==> config.mk <==
export PLATFORM = sky130hd
export DESIGN_NAME = mc_controller
export DESIGN_NICKNAME = d
export VERILOG_FILES = /design/src/rtl/mc_controller.sv
export SDC_FILE = /design/constraint.sdc
export NUM_CORES = 1
export LEC_CHECK = 0
export CAP_MARGIN = 5
export CELL_PAD_IN_SITES_DETAIL_PLACEMENT = 1
export CELL_PAD_IN_SITES_GLOBAL_PLACEMENT = 1
export CORE_MARGIN = 10
export CORE_UTILIZATION = 27
export CTS_BUF_LIST = sky130_fd_sc_hd__clkbuf_8 sky130_fd_sc_hd__clkbuf_16
export DETAILED_ROUTE_END_ITERATION = 8
export GPL_TIMING_DRIVEN = 0
export PLACE_DENSITY = 0.91
export SYNTH_ARGS = -nofsm -noshare
export SYNTH_HDL_FRONTEND = slang
export SYNTH_SLANG_ARGS = --single-unit
==> constraint.sdc <==
create_clock -name iClk -period 2.8 [get_ports iClk]
set_clock_uncertainty 0.15 [all_clocks]
set_input_delay 0.28 -clock iClk [delete_from_list [all_inputs] [get_ports iClk]]
set_output_delay 0.28 -clock iClk [all_outputs]
set_load 0.05 [all_outputs]
==> src/rtl/mc_controller.sv <==
// ---------------------------------------------------------------------------
// mc_controller
// Multicycle control FSM for the single-memory MIPS core. It steps each
// instruction through fetch, decode, execute, memory and writeback. It drives
// every mux select and write enable of the shared ALU / regfile / IR / memory
// datapath, and stalls on the memory ready handshake.
//
// Ports
//   iClk        clock, rising edge
//   iResetN     asynchronous active-low reset
//   iOp         instruction register [31:26]
//   iFunct      instruction register [5:0]
//   iZero       ALU zero flag (used in BRANCH)
//   iMemReady   memory completes the current access this cycle
//   oPCEn       PC load enable (PCWrite | Branch & iZero)
//   oIorD       memory address select: 0 = PC, 1 = ALUOut
//   oMemRead    memory read request
//   oMemWrite   memory write request
//   oIRWrite    instruction register load
//   oMemToReg   regfile write data: 0 = ALUOut, 1 = MDR
//   oRegDst     regfile write address: 0 = rt, 1 = rd
//   oRegWrite   regfile write enable
//   oALUSrcA    0 = PC, 1 = register A
//   oALUSrcB    00 = B, 01 = 4, 10 = imm, 11 = imm << 2
//   oALUControl 010 add, 110 sub, 000 and, 001 or, 111 slt
//   oPCSrc      00 = ALU result, 01 = ALUOut, 10 = jump target
//   oState      current state encoding (debug)
//   oIllegal    sticky flag: unsupported opcode/funct decoded
// ---------------------------------------------------------------------------
module mc_controller (
  input  logic       iClk,
  input  logic       iResetN,
  input  logic [5:0] iOp,
  input  logic [5:0] iFunct,
  input  logic       iZero,
  input  logic       iMemReady,
  output logic       oPCEn,
  output logic       oIorD,
  output logic       oMemRead,
  output logic       oMemWrite,
  output logic       oIRWrite,
  output logic       oMemToReg,
  output logic       oRegDst,
  output logic       oRegWrite,
  output logic       oALUSrcA,
  output logic [1:0] oALUSrcB,
  output logic [2:0] oALUControl,
  output logic [1:0] oPCSrc,
  output logic [3:0] oState,
  output logic       oIllegal
);

  typedef enum logic [3:0] {
    FETCH  = 4'd0,
    DECODE = 4'd1,
    MEMADR = 4'd2,
    MEMRD  = 4'd3,
    MEMWB  = 4'd4,
    MEMWR  = 4'd5,
    EXEC   = 4'd6,
    ALUWB  = 4'd7,
    BRANCH = 4'd8,
    ADDIEX = 4'd9,
    ADDIWB = 4'd10,
    JUMP   = 4'd11
  } state_t;

  localparam logic [5:0] OP_RTYPE = 6'b000000;
  localparam logic [5:0] OP_LW    = 6'b100011;
  localparam logic [5:0] OP_SW    = 6'b101011;
  localparam logic [5:0] OP_BEQ   = 6'b000100;
  localparam logic [5:0] OP_ADDI  = 6'b001000;
  localparam logic [5:0] OP_J     = 6'b000010;

  localparam logic [5:0] FN_ADD = 6'b100000;
  localparam logic [5:0] FN_SUB = 6'b100010;
  localparam logic [5:0] FN_AND = 6'b100100;
  localparam logic [5:0] FN_OR  = 6'b100101;
  localparam logic [5:0] FN_SLT = 6'b101010;

  localparam logic [2:0] ALU_ADD = 3'b010;
  localparam logic [2:0] ALU_SUB = 3'b110;
  localparam logic [2:0] ALU_AND = 3'b000;
  localparam logic [2:0] ALU_OR  = 3'b001;
  localparam logic [2:0] ALU_SLT = 3'b111;

  state_t state;
  logic   illegal;
  logic   funct_ok;
  logic [2:0] funct_alu;

  // Moore control values decoded from the state register, before reset gating
  logic       pc_write;
  logic       branch;
  logic       ior_d;
  logic       mem_read;
  logic       mem_write;
  logic       ir_write;
  logic       mem_to_reg;
  logic       reg_dst;
  logic       reg_write;
  logic       alu_src_a;
  logic [1:0] alu_src_b;
  logic [2:0] alu_control;
  logic [1:0] pc_src;

  // R-type funct decode: which functs are supported and the ALU operation each selects
  always_comb begin
    funct_ok  = 1'b1;
    funct_alu = ALU_ADD;
    case (iFunct)
      FN_ADD:  funct_alu = ALU_ADD;
      FN_SUB:  funct_alu = ALU_SUB;
      FN_AND:  funct_alu = ALU_AND;
      FN_OR:   funct_alu = ALU_OR;
      FN_SLT:  funct_alu = ALU_SLT;
      default: funct_ok  = 1'b0;
    endcase
  end

  // State sequencing and the sticky illegal flag. Only reset clears the flag.
  // Unused encodings 12-15 fall through to FETCH.
  always_ff @(posedge iClk or negedge iResetN) begin
    if (!iResetN) begin
      state   <= FETCH;
      illegal <= 1'b0;
    end else begin
      case (state)
        FETCH: begin
          if (iMemReady) state <= DECODE;
        end
        DECODE: begin
          case (iOp)
            OP_LW, OP_SW: state <= MEMADR;
            OP_RTYPE: begin
              if (funct_ok) begin
                state <= EXEC;
              end else begin
                state   <= FETCH;
                illegal <= 1'b1;
              end
            end
            OP_BEQ:  state <= BRANCH;
            OP_ADDI: state <= ADDIEX;
            OP_J:    state <= JUMP;
            default: begin
              state   <= FETCH;
              illegal <= 1'b1;
            end
          endcase
        end
        MEMADR: state <= (iOp == OP_SW) ? MEMWR : MEMRD;
        MEMRD: begin
          if (iMemReady) state <= MEMWB;
        end
        MEMWB: state <= FETCH;
        MEMWR: begin
          if (iMemReady) state <= FETCH;
        end
        EXEC:    state <= ALUWB;
        ALUWB:   state <= FETCH;
        BRANCH:  state <= FETCH;
        ADDIEX:  state <= ADDIWB;
        ADDIWB:  state <= FETCH;
        JUMP:    state <= FETCH;
        default: state <= FETCH;
      endcase
    end
  end

  // Per-state control decode. The FETCH PC write and IR load wait for the
  // memory handshake, so a fetch stall leaves PC and IR untouched.
  always_comb begin
    pc_write    = 1'b0;
    branch      = 1'b0;
    ior_d       = 1'b0;
    mem_read    = 1'b0;
    mem_write   = 1'b0;
    ir_write    = 1'b0;
    mem_to_reg  = 1'b0;
    reg_dst     = 1'b0;
    reg_write   = 1'b0;
    alu_src_a   = 1'b0;
    alu_src_b   = 2'b00;
    alu_control = ALU_ADD;
    pc_src      = 2'b00;
    case (state)
      FETCH: begin
        mem_read  = 1'b1;
        alu_src_b = 2'b01;
        ir_write  = iMemReady;
        pc_write  = iMemReady;
      end
      DECODE: begin
        // Branch target is precomputed into ALUOut while the opcode is decoded
        alu_src_b = 2'b11;
      end
      MEMADR: begin
        alu_src_a = 1'b1;
        alu_src_b = 2'b10;
      end
      MEMRD: begin
        ior_d    = 1'b1;
        mem_read = 1'b1;
      end
      MEMWB: begin
        mem_to_reg = 1'b1;
        reg_write  = 1'b1;
      end
      MEMWR: begin
        ior_d     = 1'b1;
        mem_write = 1'b1;
      end
      EXEC: begin
        alu_src_a   = 1'b1;
        alu_control = funct_alu;
      end
      ALUWB: begin
        reg_dst   = 1'b1;
        reg_write = 1'b1;
      end
      BRANCH: begin
        alu_src_a   = 1'b1;
        alu_control = ALU_SUB;
        pc_src      = 2'b01;
        branch      = 1'b1;
      end
      ADDIEX: begin
        alu_src_a = 1'b1;
        alu_src_b = 2'b10;
      end
      ADDIWB: begin
        reg_write = 1'b1;
      end
      JUMP: begin
        pc_src   = 2'b10;
        pc_write = 1'b1;
      end
      default: begin
      end
    endcase
  end

  // While reset is held, the requests and write enables are forced off.
  // The select outputs already show FETCH values because the state is FETCH.
  assign oPCEn       = iResetN & (pc_write | (branch & iZero));
  assign oIRWrite    = iResetN & ir_write;
  assign oMemRead    = iResetN & mem_read;
  assign oMemWrite   = iResetN & mem_write;
  assign oRegWrite   = iResetN & reg_write;
  assign oIorD       = ior_d;
  assign oMemToReg   = mem_to_reg;
  assign oRegDst     = reg_dst;
  assign oALUSrcA    = alu_src_a;
  assign oALUSrcB    = alu_src_b;
  assign oALUControl = alu_control;
  assign oPCSrc      = pc_src;
  assign oState      = state;
  assign oIllegal    = illegal;

endmodule

==> results of run 1 <==
## critical path, stage by stage (launching register included)
cell and delay (ns):
sky130_fd_sc_hd__dfrtp_1 0.43, sky130_fd_sc_hd__inv_1 0.14, sky130_fd_sc_hd__nand2_1 0.14, sky130_fd_sc_hd__mux2_2 0.28, sky130_fd_sc_hd__nor2_1 0.09, sky130_fd_sc_hd__o21a_1 0.12, sky130_fd_sc_hd__clkdlybuf4s50_1 0.80
## path summary, 6_finish.rpt
kind | startpoint | to | slack, ns | cells after the start
max in group asynchronous | iResetN | oState[1] | 2.02 | 1
setup / recovery | oState[2] | oRegWrite | 0.15 | 6
min in group iClk | oIllegal | oIllegal | 0.32 | 1
hold reg to reg | oIllegal | oIllegal | 0.32 | 1
hold / removal | iResetN | oState[0] | 0.20 | 1
setup reg to reg | oState[0] | oState[2] | 1.11 | 5
## cell families (layout without fill, tap and decap cells)
family,Yosys count,count (layout),synth area share
and+or+nand+nor,46,46,0.3531
AOI/OAI and AO/OA,25,25,0.2699
xor gates and xnor gates,3,3,0.03882
buffers and inverters,13,50,0.1072
muxes,3,3,0.04621
DFF,5,5,0.1848
## where the power goes
group / switching [mW] / internal [mW] / total, mW
registers: 0.0199 / 0.0864 / 0.106
clock network: 0.0378 / 0.0942 / 0.132
logic: 0.365 / 0.181 / 0.547
total: 0.423 / 0.362 / 0.785
## final cells by class
class / instances / area share
well taps: 30 / 0.03401
flip-flops and latches: 5 / 0.1134
multi-input cells: 77 / 0.4433
clock buffers: 3 / 0.03741
repair buffers: 33 / 0.3016
inverters: 6 / 0.02494
plain buffers: 7 / 0.04195
clock inverters: 1 / 0.003401
## sequential cells by signal, summed over array words and instances (netlist names)
name	cells
oIllegal	1
oState	4
## per-layer routing
layer,track usage,part of all wire,up-vias
met5,0,0,-
met1,0.09479,0.38,402
met3,0.03531,0.067,5
met2,0.2004,0.54,17
li1,-,-,419
met4,0.02632,0.011,0
## stage by stage
step                      hold WS (ns)  area [µm²]
after global placement          0.3152        1055
after floorplan                -0.1656       686.9
after detailed placement        0.3109        1055
final                           0.2027        1104
after CTS                       0.2128        1097
after global routing            0.2351        1104
## timing repair
item	4_1_cts	5_1_grt
buffers inserted	0	0
gates resized for setup	2	4
endpoints found under the setup margin	2	4
## cell usage in the layout (no fill, tap or decap), types with 2 or more instances in the layout
cell type	count
sky130_fd_sc_hd__clkdlybuf4s50_1	29
sky130_fd_sc_hd__nor2_1	16
sky130_fd_sc_hd__nand2_1	7
sky130_fd_sc_hd__a21oi_1	7
sky130_fd_sc_hd__inv_1	6
sky130_fd_sc_hd__dfrtp_1	5
sky130_fd_sc_hd__nand3_1	4
sky130_fd_sc_hd__o21ai_0	4
sky130_fd_sc_hd__clkbuf_2	3
sky130_fd_sc_hd__nand2b_1	3
sky130_fd_sc_hd__nor3_1	3
sky130_fd_sc_hd__clkbuf_8	3
sky130_fd_sc_hd__buf_6	2
sky130_fd_sc_hd__nor3_2	2
sky130_fd_sc_hd__xor2_1	2
sky130_fd_sc_hd__and3_1	2
sky130_fd_sc_hd__mux2i_1	2
sky130_fd_sc_hd__a2111oi_2	2
sky130_fd_sc_hd__dlymetal6s2s_1	2
sky130_fd_sc_hd__dlygate4sd2_1	2
==> impl_results.md, run 1 <==
* Congestion Overflow GR at 0
* Largest net degree at the start of global routing at 11
* Clock sink count at 5
* Setup Viol. Count Final at 0
* Area growth syn-to-layout at 63.03%
* Worst hold-check path type: primary input to async pin
* Max Root-Sink Buffers at 2
* Aggregate negative setup slack at 0 ns
* Primary FF master, synth: sky130_fd_sc_hd__dfrtp_1
* Cell at the root of the clock tree: sky130_fd_sc_hd__clkbuf_8
* Worst-case headroom to the max-slew limit at 0.6555
* Classification of the worst setup path: flop to primary output
* Routed vias/inst at 5.204
* Placed wire-length estimate at 2.153 mm
* Starting DRT DRC Count at 32
* Synthesized area per cell at 7.125 µm²
* Number of I/O pins at 37
* Async set or reset register ratio after synthesis at 1.000
* Sequential cell area fraction in the yosys report at 0.1848
* Number of global-route vias before repair at 930
* Synthesized netlist net count at 111
* CP Data Required Time at 2.37 ns
* Cell types occupying the most area after synthesis: sky130_fd_sc_hd__dfrtp_1 18%, sky130_fd_sc_hd__nor2_1 8.9%, sky130_fd_sc_hd__a21oi_1 5.2%, sky130_fd_sc_hd__a2111oi_2 4.4%, sky130_fd_sc_hd__nand2_1 3.9%
* Count of pins over their slew limit at 0
* Power Total at 0.7847 mW
* Total via count in the routed design at 843
* Data arrival, critical path at 2.22 ns
* Leakage power at 0.4693 nW
* Hold-fix buffers at CTS at 0
* Die Ht at 70.07 µm
* List of most frequent post-synthesis cells: 16 x sky130_fd_sc_hd__nor2_1, 7 x sky130_fd_sc_hd__a21oi_1, 7 x sky130_fd_sc_hd__nand2_1
* Htree depth at 1
* Detailed-routing iteration count for the pre-antenna-repair pass at 4
* Clock latency on the worst-skew pair at 0.22 ns
* Core Region at 2432 µm²
* Initial antenna violation count at 0
* Instance count after placement with tap cells included at 158
* Starting density of the core at 0.2783
* Clock period minus worst slack at 2.653 ns
* Worst slack at placement at -0.1305 ns
* Yosys top cell by area: sky130_fd_sc_hd__dfrtp_1
* Setup repair after global routing missed its margin: false
* Antenna viol nets, final at 0
* Post-route DRC violation count at 0
* First-pass GRT wire length at 4.243 mm
* Fraction of post-synthesis cell area in the top cell type by area at 0.1848
* Worst IR drop on VDD at 477.0 µV
* Number of nets at the end of the flow at 149
* Wire length per cell at 15.93 µm
* Final hold violation count at 0
* Final WS setup at 0.1467 ns
* Leading cell type by number of instances after synthesis: sky130_fd_sc_hd__nor2_1
* Final weighted congestion in routability-driven placement at 0.8557
* Maxcap violations at 0
* Sequential cell area at 125.1 µm²
* Status: finished clean
* Routed Wire Length at 2.580 mm
* Overall Global Routing Usage at 0.1013
* Transition at the pin with the smallest max-transition slack at 0.5159 ns
* Yosys Warn Count at 0
* Synth unique cells at 42
* Inserted Clock Buffers at 3
* Fin util at 0.4537
* Inserted Diodes at 0
* Overall die width at 70.07 µm
* Post-Syn Instances at 95
* Critical Path Start Type: flop
* Number of cells in the finished layout apart from fillers at 162
* Fraction of the cycle the final worst path needs at 0.9476
* Ratio of total power to cell area at 711.1 nW/µm²
* FMAX at 376.9 MHz
* Fraction of layout cells with a size suffix above 1 at 0.1439
* Number of port buffers at 33
* Clock input transition at the sequential cells of the worst setup and hold paths at 0.04 ns
* Fill cell count at 307
* Largest fanout of any net on the critical path at 5
* Row cnt at 18
* Crit end category: primary output
* Multi-input gate area at 489.2 µm²
* Total die area at 4910 µm²
* Flip-flop and latch count after synthesis at 5
* Netlist Area Pre-Place at 676.9 µm²
* Clock tree from TritonCTS: built
* Count of flip-flops with a built-in enable after synthesis at 0
Note: power is estimated with default switching activity, not from simulation.
==> run 2, diff against run 1 <==
- CORE_UTILIZATION: 27 -> 25
- PLACE_DENSITY: 0.91 -> 0.85
- clock period: 2.8 -> 3 ns (I/O delays scaled with it)
==> impl_results.md, run 2 (same netlist as run 1, synthesis figures left out) <==
* Starting DRT DRC Count at 38 (+19%)
* Routed vias/inst at 5.099 (-2.0%)
* Cells resized by post-CTS repair at 0 (-2)
* Total via count in the routed design at 826 (-2.0%)
* CP delay by family, top: buffers and inverters
* Worst slack on hold paths at 0.2260 ns (+0.02328 ns)
* Power Total at 0.7234 mW (-7.8%)
* Htree depth at 1 (unchanged)
* Number of port buffers at 33 (unchanged)
* Wire length per cell at 15.41 µm (-3.3%)
* Initial antenna violation count at 0 (unchanged)
* FMAX at 356.3 MHz
* First-pass GRT wire length at 4.271 mm (+0.66%)
* Total die area at 5189 µm² (+5.7%)
* Area growth syn-to-layout at 62.48%
* Clock latency on the worst-skew pair at 0.22 ns (about the same)
* Largest net degree at the start of global routing at 11 (unchanged)
* Fraction of layout cells with a size suffix above 1 at 0.1288 (-0.01515)
* Overall Global Routing Usage at 0.09591 (-0.005429)
* Final WS setup at 0.1932 ns (+0.04641 ns)
* Leakage power at 0.4401 nW (-6.2%)
* Status: finished clean
* Starting density of the core at 0.2684 (-0.009939)
* Detailed route wirelength on metal3 at 216 µm (+24%)
* Number of nets at the end of the flow at 149 (unchanged)
* Worst slack at placement at 0.05102 ns (+0.1815 ns)
* Highest-count cells in the layout ignoring fill and taps: 31 x sky130_fd_sc_hd__clkdlybuf4s50_1, 16 x sky130_fd_sc_hd__nor2_1, 7 x sky130_fd_sc_hd__nand2_1, 7 x sky130_fd_sc_hd__a21oi_1, 6 x sky130_fd_sc_hd__inv_1
* Total buffers and inverters traversed by the critical path at 2 (unchanged)
* Row cnt at 18 (unchanged)
* Number of buffers inserted to repair setup after CTS at 0 (unchanged)
* Maxcap violations at 0 (unchanged)
* CP Data Required Time at 2.55 ns (+0.18 ns)
* Clock input transition at the sequential cells of the worst setup and hold paths at 0.03 ns (about the same)
* Data arrival, critical path at 2.36 ns (+0.14 ns)
* Number of global-route vias before repair at 898 (-3.4%)
* Number of cells in the finished layout apart from fillers at 162 (unchanged)
* Inserted Diodes at 0 (unchanged)
* Congestion Overflow GR at 0 (unchanged)
* Aggregate negative setup slack at 0 ns (unchanged)
* Post-route DRC violation count at 0 (unchanged)
* Die Ht at 72.04 µm (+2.8%)
* Hold-fix buffers at CTS at 0 (unchanged)
* Routed Wire Length at 2.496 mm (-3.3%)
* Ratio of total power to cell area at 657.7 nW/µm² (-7.5%)
* Clock tree from TritonCTS: built
* Critical Path Start Type: flop
* Crit-path max cell delay at 0.80 ns (about the same)
* Fin util at 0.4360 (-0.01769)
* Classification of the worst setup path: flop to primary output
* Antenna viol nets, final at 0 (unchanged)
* Placed wire-length estimate at 2.093 mm (-2.8%)
* Worst hold-check path type: primary input to async pin
* Instance count after placement with tap cells included at 158 (unchanged)
* Transition at the pin with the smallest max-transition slack at 0.5171 ns (+0.001159 ns)
* Uppermost layer routed: met3
* Overall die width at 72.04 µm (+2.8%)
* Number of I/O pins at 37 (unchanged)
* Core Region at 2522 µm² (+3.7%)
* Largest fanout of any net on the critical path at 10 (+5)
* Post-route cell area at 1100 µm² (-0.34%)
* Post-DP Area at 1050 µm² (-0.47%)
* Worst IR drop on VDD at 533.9 µV (+12%)
* Setup Viol. Count Final at 0 (unchanged)
* Most common cell after layout, fill and taps aside: sky130_fd_sc_hd__clkdlybuf4s50_1
* Count of pins over their slew limit at 0 (unchanged)
* Final hold violation count at 0 (unchanged)
* Clock sink count at 5 (unchanged)
* Setup repair after global routing missed its margin: false
* Inserted Clock Buffers at 3 (unchanged)
* Cell at the root of the clock tree: sky130_fd_sc_hd__clkbuf_8
* Post-route met1 wirelength at 1.086 mm (+9.6%)
* Max Root-Sink Buffers at 2 (unchanged)
* Detailed-routing iteration count for the pre-antenna-repair pass at 4 (unchanged)
* Crit path max-delay cell type: sky130_fd_sc_hd__clkdlybuf4s50_1
* Routed length on met2 at 1.193 mm (-14%)
* Clock period minus worst slack at 2.807 ns
* Final weighted congestion in routability-driven placement at 0.8652 (+1.1%)
* Number of flip-flops under the largest register name at 4 (unchanged)
* Crit end category: primary output
* Worst-case headroom to the max-slew limit at 0.6542 (-0.001290)
* Critical path, cell by cell: clkbuf_1 > nand2_1 > nor2_1 > o21a_1 > clkdlybuf4s50_1
* Fraction of the cycle the final worst path needs at 0.9356
==> run 2: cell types whose count changed in the layout (fill, tap and decap cells not counted) <==
cell                              change
sky130_fd_sc_hd__clkdlybuf4s50_1      +2
sky130_fd_sc_hd__clkbuf_1             +1
sky130_fd_sc_hd__nor3b_1              +1
sky130_fd_sc_hd__clkbuf_2             -1
sky130_fd_sc_hd__dlygate4sd2_1        -2
sky130_fd_sc_hd__nor3b_2              -1
==> run 2: final cells by class <==
cell class,count,area (µm²)
clock buffers,3,41.29
clock inverters,1,3.754
inverters,6,27.53
repair buffers,33,335.3
fillers,327,1423
well taps,30,37.54
multi-input cells,77,484.2
flip-flops and latches,5,125.1
plain buffers,7,45.04
==> run 2: worst register-to-register path: stages (launching register included) <==
cell,delay [ns]
sky130_fd_sc_hd__dfrtp_1,0.43
sky130_fd_sc_hd__clkbuf_1,0.36
sky130_fd_sc_hd__o21ai_0,0.17
sky130_fd_sc_hd__o311ai_0,0.12
sky130_fd_sc_hd__o21ai_0,0.14
sky130_fd_sc_hd__a41o_1,0.22
==> run 2: path summary, 6_finish.rpt <==
| path | from | slack, ns | cells past startpoint | end |
|---|---|---|---|---|
| setup reg to reg | oState[0] | 1.31 | 5 | oState[2] |
| setup / recovery | oState[1] | 0.19 | 5 | oRegWrite |
| min in group iClk | oIllegal | 0.32 | 1 | oIllegal |
| hold reg to reg | oIllegal | 0.32 | 1 | oIllegal |
| max in group asynchronous | iResetN | 2.20 | 1 | oState[3] |
| hold / removal | iResetN | 0.23 | 1 | oState[0] |
==> run 2: metal layers <==
metal | vias up | track usage
li1 | 418 | -
met1 | 387 | 0.1109
met2 | 21 | 0.1647
met3 | 0 | 0.03946
met4 | 0 | 0.01290
met5 | - | 0
==> run 2: report_power, final <==
part           switching [mW]  internal [mW]  leakage, nW
sequential             0.0182         0.0806       0.0628
clock                  0.0298         0.0874       0.0269
combinational           0.338          0.169        0.350
total                   0.386          0.337        0.440
==> run 3, diff against run 2 <==
- ABC_AREA: default -> 1
- CORE_UTILIZATION: 25 -> 23
- CTS_CLUSTER_DIAMETER: default -> 30
- PLACE_DENSITY: 0.85 -> 0.87
==> impl_results.md, run 3 <==
* Worst IR drop on VDD at 584.6 µV (+9.5%)
* Crit end category: primary output
* Yosys Warn Count at 0 (unchanged)
* Yosys top cell by area: sky130_fd_sc_hd__dfrtp_1
* Post-Syn Instances at 120 (+26%)
* Clock input transition at the sequential cells of the worst setup and hold paths at 0.04 ns (about the same)
* Count of flip-flops with a built-in enable after synthesis at 0 (unchanged)
* Critical Path Start Type: flop
* Number of port buffers at 36 (+9.1%)
* FMAX at 372.7 MHz (+4.6%)
* Switching fraction of total power at 0.5779 (+0.04412)
* Async set or reset register ratio after synthesis at 1.000 (unchanged)
* Sequential cell area fraction in the yosys report at 0.1969 (+0.01201)
* Multiplexer area fraction after synthesis at 0 (-0.04621)
* Data arrival, critical path at 2.23 ns (-0.13 ns)
* Worst slack at placement at 0.4178 ns (+0.3668 ns)
* Ratio of total power to cell area at 808.4 nW/µm² (+23%)
* Status: finished clean
* Max Root-Sink Buffers at 2 (unchanged)
* Clock group share of total power at 0.138 (-0.024)
* Count of pins over their slew limit at 0 (unchanged)
* Fraction of post-synthesis cell area in the top cell type by area at 0.1969 (+0.01201)
* Total die area at 5266 µm² (+1.5%)
* Congestion Overflow GR at 0 (unchanged)
* Number of I/O pins at 37 (unchanged)
* Inserted Clock Buffers at 3 (unchanged)
* Starting density of the core at 0.2345 (-0.03382)
* Detailed route wirelength on metal3 at 158 µm (-27%)
* Clock sink count at 5 (unchanged)
* Flip-flop and latch count after synthesis at 5 (unchanged)
* Routed Wire Length at 2.596 mm (+4.0%)
* Fraction of the cycle the final worst path needs at 0.8944 (-0.04121)
* Worst-case headroom to the max-slew limit at 0.6493 (-0.004838)
* Setup Viol. Count Final at 0 (unchanged)
* Starting DRT DRC Count at 8 (-79%)
* Final hold violation count at 0 (unchanged)
* Leakage power at 0.5632 nW (+28%)
* CP Data Required Time at 2.55 ns (about the same)
* Netlist Area Pre-Place at 635.6 µm² (-6.1%)
* Detailed-routing iteration count for the pre-antenna-repair pass at 2 (-2)
* Crit-path max cell delay at 0.82 ns (+0.02 ns)
* Routed vias/inst at 4.576 (-10%)
* Sequential power share at 0.141 (+0.004)
* Wire length per cell at 13.59 µm (-12%)
* Number of global-route vias before repair at 1,000 (+11%)
* Core Region at 2710 µm² (+7.4%)
* Overall Global Routing Usage at 0.1009 (+0.004973)
* Routed length on met2 at 1.415 mm (+19%)
* Largest fanout of any net on the critical path at 8 (-2)
* Xor and xnor area share after synthesis at 0 (-0.03882)
* Int Pwr at 0.3705 mW (+9.9%)
* Post-route met1 wirelength at 998 µm (-8.1%)
* Aggregate negative setup slack at 0 ns (unchanged)
* Inserted Diodes at 0 (unchanged)
* Transition at the pin with the smallest max-transition slack at 0.5243 ns (+0.007234 ns)
* Total buffers and inverters traversed by the critical path at 2 (unchanged)
* Primary FF master, synth: sky130_fd_sc_hd__dfrtp_1
* First-pass GRT wire length at 4.395 mm (+2.9%)
* List of most frequent post-synthesis cells: 32 x sky130_fd_sc_hd__nand2_1, 23 x sky130_fd_sc_hd__nor2_1, 21 x sky130_fd_sc_hd__inv_1
* Leading cell type by number of instances after synthesis: sky130_fd_sc_hd__nand2_1
* Area growth syn-to-layout at 70.87%
* Synthesized area per cell at 5.297 µm² (-26%)
* Placed wire-length estimate at 2.269 mm (+8.4%)
* Hold-fix buffers at CTS at 0 (unchanged)
* Main combinational cell family by area after synthesis: simple AND/OR/NAND/NOR gates
* Crit path max-delay cell type: sky130_fd_sc_hd__clkdlybuf4s50_1
* Synthesized-area fraction occupied by adder cells at 0 (unchanged)
* Number of nets at the end of the flow at 177 (+19%)
* Synthesized netlist net count at 136 (+23%)
* Final WS setup at 0.3168 ns (+0.1236 ns)
* Critical path, cell by cell: nor2_2 > clkinv_2 > nor2_2 > nand2_1 > a31oi_2 > clkdlybuf4s50_1
* Largest net degree at the start of global routing at 9 (-2)
* Post-route DRC violation count at 0 (unchanged)
* Uppermost layer routed: met4
* Overall die width at 72.57 µm (+0.74%)
* Htree depth at 1 (unchanged)
* Share of synthesized cell area in and, or, nand and nor gates at 0.5512 (+0.1981)
* Maxcap violations at 0 (unchanged)
* Setup repair after global routing missed its margin: false
* Cell types occupying the most area after synthesis: sky130_fd_sc_hd__dfrtp_1 20%, sky130_fd_sc_hd__nand2_1 19%, sky130_fd_sc_hd__nor2_1 14%, sky130_fd_sc_hd__inv_1 12%, sky130_fd_sc_hd__nand3_1 9.4%
* Final weighted congestion in routability-driven placement at 0.8147 (-5.8%)
* Combinational group share of total power at 0.721 (+0.020)
* Synth unique cells at 20 (-52%)
* CP most frequent cell: sky130_fd_sc_hd__nor2_2
* Number of buffers inserted to repair setup after CTS at 0 (unchanged)
* Total via count in the routed design at 874 (+5.8%)
* Initial antenna violation count at 0 (unchanged)
* Clock period minus worst slack at 2.683 ns (-0.1236 ns)
* Classification of the worst setup path: flop to primary output
* CP delay by family, top: buffers and inverters
* Antenna viol nets, final at 0 (unchanged)
* Number of flip-flops under the largest register name at 4 (unchanged)
* Clock latency on the worst-skew pair at 0.22 ns (about the same)
* Highest-count cells in the layout ignoring fill and taps: 36 x sky130_fd_sc_hd__clkdlybuf4s50_1, 32 x sky130_fd_sc_hd__nand2_1, 23 x sky130_fd_sc_hd__nor2_1, 22 x sky130_fd_sc_hd__inv_1, 12 x sky130_fd_sc_hd__nand3_1
* Most common cell after layout, fill and taps aside: sky130_fd_sc_hd__clkdlybuf4s50_1
* Cells resized by post-CTS repair at 0 (unchanged)
* Die Ht at 72.57 µm (+0.74%)
* Compound-cell area share of the yosys netlist at 0.09646 (-0.1734)
* Clock tree from TritonCTS: built
* Cell at the root of the clock tree: sky130_fd_sc_hd__clkbuf_8
* Fraction of layout cells with a size suffix above 1 at 0.1125 (-0.01629)
* Worst hold-check path type: primary input to async pin
* Row cnt at 19 (+1)
* Power spent charging and discharging nets at 0.5074 mW (+31%)
run 3: cell types whose count changed in the layout (fill, tap and decap cells not counted), moves of 5 or more:
cell / previous run / this run
sky130_fd_sc_hd__nand2_1: 7 / 32
sky130_fd_sc_hd__inv_1: 6 / 22
sky130_fd_sc_hd__nand3_1: 4 / 12
sky130_fd_sc_hd__nor2_1: 16 / 23
sky130_fd_sc_hd__clkdlybuf4s50_1: 31 / 36
sky130_fd_sc_hd__nor2_2: 0 / 5
run 3: worst paths after layout:
kind	from	endpoint	slack, ns	cells past startpoint
max	oState[0]	oPCEn	0.32	6
min	iResetN	oState[0]	0.19	1
max in group asynchronous	iResetN	oState[1]	2.26	1
max reg2reg	oState[3]	oState[0]	1.45	6
min reg2reg	oIllegal	oIllegal	0.32	2
min in group iClk	oIllegal	oIllegal	0.32	2
run 3: cell families after synthesis:
| logic type | after synthesis |
|---|---|
| flops | 5 |
| compound gates | 10 |
| simple gates | 79 |
| buf+inv | 26 |
run 3: cell type report:
type	count	area, µm²
Clock buffer	3	41.29
Clock inverter	1	3.754
Fill cell	385	1624
Inverter	26	98.84
Multi-Input combinational cell	89	417.9
Sequential cell	5	125.1
Tap cell	31	38.79
Timing Repair Buffer	36	360.3
run 3: power groups by stage:
stage          sequential (mW)  clock, mW  combinational [mW]
2_1_floorplan            0.172          0               0.375
3_3_place_gp             0.123          0               0.622
3_5_place_dp             0.124          0               0.635
4_1_cts                  0.123      0.123               0.641
5_1_grt                  0.128      0.131               0.678
6_report                 0.124      0.122               0.633
run 3: routing by layer:
layer / vias up / global-route usage
met2: 19 / 0.1898
met5: - / 0
met1: 403 / 0.1022
met4: 0 / 0.02532
met3: 2 / 0.03537
li1: 450 / -
run 3: stage by stage:
step / hold WS, ns / util / power [mW] / std cells / area (µm²)
6_report: 0.1935 / 0.4007 / 0.8779 / 191 / 1086
5_1_grt: 0.2207 / 0.4007 / 0.9365 / 191 / 1086
4_1_cts: 0.1960 / 0.4007 / 0.8872 / 191 / 1086
3_5_place_dp: 0.3077 / 0.3841 / 0.7590 / 187 / 1041
3_3_place_gp: 0.3051 / 0.3841 / 0.7451 / 187 / 1041
2_1_floorplan: -0.1456 / - / 0.5469 / 120 / 641.9
